[config.mk]
export PLATFORM = sky130hd
export DESIGN_NAME = cell_test_sequencer
export DESIGN_NICKNAME = d
export VERILOG_FILES = /design/src/rtl/cell_test_sequencer.sv
export SDC_FILE = /design/constraint.sdc
export NUM_CORES = 1
export LEC_CHECK = 0
export CORE_ASPECT_RATIO = 1.25
export CORE_MARGIN = 2
export CORE_UTILIZATION = 50
export DETAILED_ROUTE_END_ITERATION = 12
export PLACE_DENSITY = 0.74
export SYNTH_ARGS = -nofsm -noshare
export SYNTH_HDL_FRONTEND = slang
export SYNTH_SLANG_ARGS = --single-unit
[constraint.sdc]
create_clock -name ck -period 4.05 [get_ports ck]
set_input_delay 0.81 -clock ck [delete_from_list [all_inputs] [get_ports ck]]
set_output_delay 0.81 -clock ck [all_outputs]
set_load 0.02 [all_outputs]
[src/rtl/cell_test_sequencer.sv]
// rtl/cell_test_sequencer.sv - exhaustive NAND3 cell-under-test sequencer with saturating mismatch count
// Define CELL_TEST_SEQ_FAILMAP_EN to add the sticky per-vector fail_map output.
module cell_test_sequencer #(
  parameter int SETTLE_W = 4,
  parameter int ERRCNT_W = 4
) (
  input  logic                ck,
  input  logic                nrst,
  input  logic                start,
  input  logic                abort,
  input  logic [SETTLE_W-1:0] settle,
  output logic                dut_i0,
  output logic                dut_i1,
  output logic                dut_i2,
  input  logic                dut_nq,
  output logic                busy,
  output logic                done,
  output logic                pass,
  output logic [ERRCNT_W-1:0] errcnt
`ifdef CELL_TEST_SEQ_FAILMAP_EN
  ,
  output logic [7:0]          fail_map
`endif
);

  localparam logic [1:0] IDLE   = 2'd0;
  localparam logic [1:0] SETTLE = 2'd1;
  localparam logic [1:0] CHECK  = 2'd2;
  localparam logic [1:0] DONE   = 2'd3;

  logic [1:0]          state;
  logic [2:0]          vec;
  logic [SETTLE_W-1:0] cnt;
  logic [SETTLE_W-1:0] settle_q;
  logic                accept;
  logic                exp_nq;
  logic                mismatch;
  logic [ERRCNT_W-1:0] errcnt_nxt;

  assign accept     = (state == IDLE) && start && !abort;
  assign exp_nq     = ~&vec;
  assign mismatch   = (state == CHECK) && !abort && (dut_nq != exp_nq);
  assign errcnt_nxt = (mismatch && (errcnt != '1)) ? errcnt + 1'b1 : errcnt;
  assign busy       = (state != IDLE);
  assign done       = (state == DONE);

  // Abort wins over any in-flight check so a partial run never counts its last sample.
  always_ff @(posedge ck or negedge nrst) begin
    if (!nrst) begin
      state                    <= IDLE;
      vec                      <= '0;
      cnt                      <= '0;
      settle_q                 <= '0;
      errcnt                   <= '0;
      pass                     <= 1'b0;
      {dut_i2, dut_i1, dut_i0} <= 3'b000;
    end else if (abort && (state != IDLE)) begin
      state                    <= IDLE;
      {dut_i2, dut_i1, dut_i0} <= 3'b000;
    end else begin
      case (state)
        IDLE: begin
          if (accept) begin
            settle_q                 <= settle;
            errcnt                   <= '0;
            vec                      <= '0;
            cnt                      <= '0;
            {dut_i2, dut_i1, dut_i0} <= 3'b000;
            state                    <= SETTLE;
          end
        end
        SETTLE: begin
          if (cnt == settle_q) state <= CHECK;
          else                 cnt   <= cnt + 1'b1;
        end
        CHECK: begin
          errcnt <= errcnt_nxt;
          if (vec == 3'd7) begin
            pass  <= (errcnt_nxt == '0);
            state <= DONE;
          end else begin
            vec                      <= vec + 3'd1;
            {dut_i2, dut_i1, dut_i0} <= vec + 3'd1;
            cnt                      <= '0;
            state                    <= SETTLE;
          end
        end
        DONE: begin
          {dut_i2, dut_i1, dut_i0} <= 3'b000;
          state                    <= IDLE;
        end
        default: state <= IDLE;
      endcase
    end
  end

`ifdef CELL_TEST_SEQ_FAILMAP_EN
  always_ff @(posedge ck or negedge nrst) begin
    if (!nrst)         fail_map      <= '0;
    else if (accept)   fail_map      <= '0;
    else if (mismatch) fail_map[vec] <= 1'b1;
  end
`endif

endmodule

==> run summary <==
Adding up every negative setup slack in the final design gives 0 ps. Setup repair after global routing left no endpoint under its margin. The number of global-route vias before repair is ~1000. The count of pins on the block boundary came out at 19. After layout, the design draws a total of between 800 and 900 uW. The transition time at the pin with the least slew margin is approximately 930 ps.

Among the stages of the critical path, the cell type that occurs most often is sky130_fd_sc_hd__inv_1. The number of vias per cell came out at 6.00. After clock tree synthesis, the setup repair step added 0 buffers. The path type of the worst min-delay path is flop to flop. The floorplan die width came out at approximately 50 um.

The combined area of the multi-input logic cells came out at slightly above 800 um^2. The type of element capturing the critical path is a primary output. The run finished with clean final reports. The power density normalized to cell area came out at 561 nW/um^2. The final hold violation count came out at 0. The number of antenna diodes in the final layout is 0. The worst vdd rail ir drop came out at approximately 0.37 mV.

The total detailed-routing wirelength came out at around 2800 um. The clock drives 21 sinks. The final clock skew is approximately 8.7 ps.

TritonCTS built the clock tree. The count of input and output buffers came out at 18. Clock-pin slew was measured on the worst setup and hold paths at 110 ps. The count of final setup violators came out at 0. The final design area excluding fillers is between 1500 and 2000 um^2.

The type of element launching the critical path is a flop. The floorplan core area came out at approximately 2700 um^2. The initial utilization of the core area, before any placement, comes to about 52%.

Setup slack on the worst reg-to-reg path comes out at 1700 ps. At the worst endpoint, the required time is roughly 3200 ps. Summing all flip-flop and latch instances after layout gives ~530 um^2. The synthesized instance count is around 140. After synthesis, the largest area contributor takes up 37.9% of total cell area. The highest achievable clock rate is roughly 370 MHz. The number of hold buffers added after CTS was 0. Entering global routing, the biggest net connects 22 pins.

Counting along the longest clock path gives a buffer depth of 2. The synthesized design contains 0 enable-type register cells. The worst setup path is of the flop to primary output kind. The first global-routing pass estimated about 4800 um of wire. STA puts the critical path data arrival time at 1910 ps. The minimum hold slack is 502 ps. CTS built an H-tree with a depth of 1. The number of buffers created by CTS is 3. The wire length per cell after detailed routing came out at 14.7 um.

The number of remaining DRC errors is 0. After clock tree synthesis, the repair step resized 0 gates. Before antenna repair, the detailed router went through 5 iterations. Of the available clock period, the critical path in the final layout requires 67.2%. The die is between 60 and 70 um tall. The number of placement rows is 21.

The instance count along the most critical hold path came out at 1. The detailed-route via count is approximately 1200. The tree is rooted in a sky130_fd_sc_hd__clkbuf_4. The count of synthesis-stage warnings from yosys came out at 0. The slowest stage of the critical path belongs to the cell sky130_fd_sc_hd__clkdlybuf4s50_1. For this run, the leading register cell type out of synthesis is sky130_fd_sc_hd__dfrtp_1. The overflow left after global routing is 0.

The synthesized design contains 21 register bits. The mean post-synth cell area came out at roughly 9.8 um^2. The net count of the finished layout is between 150 and 200. After synthesis, the cell types taking the most area are sky130_fd_sc_hd__dfrtp_1, sky130_fd_sc_hd__ha_1, sky130_fd_sc_hd__mux2_1.

The total die area came out at 3220 um^2. The cell taking the most area after synthesis is sky130_fd_sc_hd__dfrtp_1. Headroom to the max-slew limit came out at 38.1%.

The largest driver fanout on the critical path came out at 8. Summed over all cells, the static leakage comes to 0.714 nW. The final RePlAce weighted congestion is a little over 0.8. The DRC marker count from the first detailed-route iteration is 43.

The signal on the critical path passes through inv_1 > ha_1 > inv_1 > clkdlybuf4s50_1. After detailed placement, the total cell area comes to ~1600 um^2. Counting the fill cells in the layout gives between 200 and 250.

The delay of the slowest cell on the worst path is 550 ps. The source-to-sink clock delay at the later pin of the worst-skew pair is ~310 ps. The number of pins with negative max-slew slack in the final report came to 0. Of the synthesized area, sequential elements account for a little under two fifths. The number of maximum-capacitance violations is 0.

In this run the remaining antenna-violating nets after routing total 0. For the finished layout, the period the worst path requires is 2720 ps. The combined global-route utilization of all metal layers is 19.4%. The fraction of final layout cells sized beyond drive strength 1 came out at roughly 5.7%.

The number of cells on the worst reg-to-reg path is 6. Summed over all nets, the half-perimeter wirelength after detailed placement is about 2100 um. The cell area that synthesis handed to floorplanning was between 1000 and 1500 um^2. The unique cell type count in the Yosys netlist came out at between 40 and 50.

The synthesized net count is 159. The fraction of registers with async set/reset is between 90% and 100%. The number of antenna violations at the first check in global routing was 0.

Relative to the synthesized area, the layout overhead comes to 15.4%.
==> worst max-delay path: cells and delay by family, from the launching register on <==
family	cells	cell delay [ps]
flops	1	450
fa+ha+maj	1	340
buf+inv	3	820
==> logic make-up after synthesis <==
logic type,after synthesis,synth area share (%)
AND/OR/NAND/NOR,57,22.5
AO/OA/AOI/OAI,32,18.3
flip-flops,21,37.9
buffers and inverters,9,3.70
adder cells (fa/ha/maj),9,8.12
multiplexers,8,6.40
XOR/XNOR,5,3.16
==> flip-flops by register name, indices dropped and copies added (netlist names) <==
name      count
dut_i1        1
state         2
settle_q      4
cnt           4
dut_i0        1
dut_i2        1
vec           3
pass          1
errcnt        4
==> per-layer routing <==
layer / vias up / track usage (%) / part of all wire (%)
met1: 556 / 25.1 / 44
met3: 5 / 2.87 / 3.8
met4: 0 / 6.08 / 1.5
met2: 31 / 32.6 / 51
met5: - / 0 / 0
li1: 560 / - / -
==> layout make-up <==
type / count / area share, %
Tap cell: 34 / 2.66
Inverter: 4 / 0.937
Multi-Input combinational cell: 111 / 50.6
Timing Repair Buffer: 18 / 11.2
Sequential cell: 21 / 32.8
Clock buffer: 3 / 1.41
Clock inverter: 1 / 0.312
==> report_power, final <==
| part | leakage [nW] | switching, mW | internal (mW) |
|---|---|---|---|
| combinational | 0.417 | 0.262 | 0.202 |
| clock | 0.0177 | 0.0639 | 0.0369 |
| sequential | 0.280 | 0.0665 | 0.266 |
==> synthesized netlist by cell type (all sizes together), types with 2 or more instances <==
| cell | count |
|---|---|
| xor2 | 5 |
| nand3 | 6 |
| o21ai | 8 |
| ha | 9 |
| nor4 | 2 |
| or2 | 2 |
| and2 | 3 |
| and3 | 2 |
| nor2b | 2 |
| dfrtp | 21 |
| o211ai | 2 |
| buf | 2 |
| clkbuf | 2 |
| nand2 | 16 |
| a211oi | 2 |
| nand4 | 5 |
| nand2b | 5 |
| nor2 | 7 |
| inv | 4 |
| a32oi | 3 |
| mux2 | 7 |
| a22o | 4 |
| o41ai | 2 |
==> per-stage QoR <==
step                      util, %  setup slack (ps)  cells
after CTS                    60.3              1320    192
after detailed placement     59.3              1310    188
final                        60.3              1330    192
after floorplan                 -              1970    141
after global placement       59.3              1350    188
after global routing         60.3              1190    192
==> path summary, 6_finish.rpt <==
check / end / from
max: busy / state[1]
min: dut_i2 / dut_i2
max reg2reg: cnt[3] / state[0]
min reg2reg: dut_i2 / dut_i2
max in group asynchronous: vec[0] / nrst
min in group asynchronous: cnt[3] / nrst
==> cells in the final DEF, fill, tap and decap left out, types with 2 or more instances in the layout <==
master and count:
sky130_fd_sc_hd__a211oi_1 2, sky130_fd_sc_hd__a22o_1 4, sky130_fd_sc_hd__a32oi_1 3, sky130_fd_sc_hd__and2_1 3, sky130_fd_sc_hd__and3_1 2, sky130_fd_sc_hd__clkbuf_4 3, sky130_fd_sc_hd__clkdlybuf4s50_1 18, sky130_fd_sc_hd__dfrtp_1 21
sky130_fd_sc_hd__ha_1 9, sky130_fd_sc_hd__inv_1 4, sky130_fd_sc_hd__mux2_1 7, sky130_fd_sc_hd__nand2_1 16, sky130_fd_sc_hd__nand2b_1 4, sky130_fd_sc_hd__nand3_1 6, sky130_fd_sc_hd__nand4_1 5, sky130_fd_sc_hd__nor2_1 7
sky130_fd_sc_hd__nor2b_1 2, sky130_fd_sc_hd__nor4_1 2, sky130_fd_sc_hd__o21ai_1 7, sky130_fd_sc_hd__o41ai_1 2, sky130_fd_sc_hd__or2_1 2, sky130_fd_sc_hd__xor2_1 5
Power figures use the tool's default switching activity.
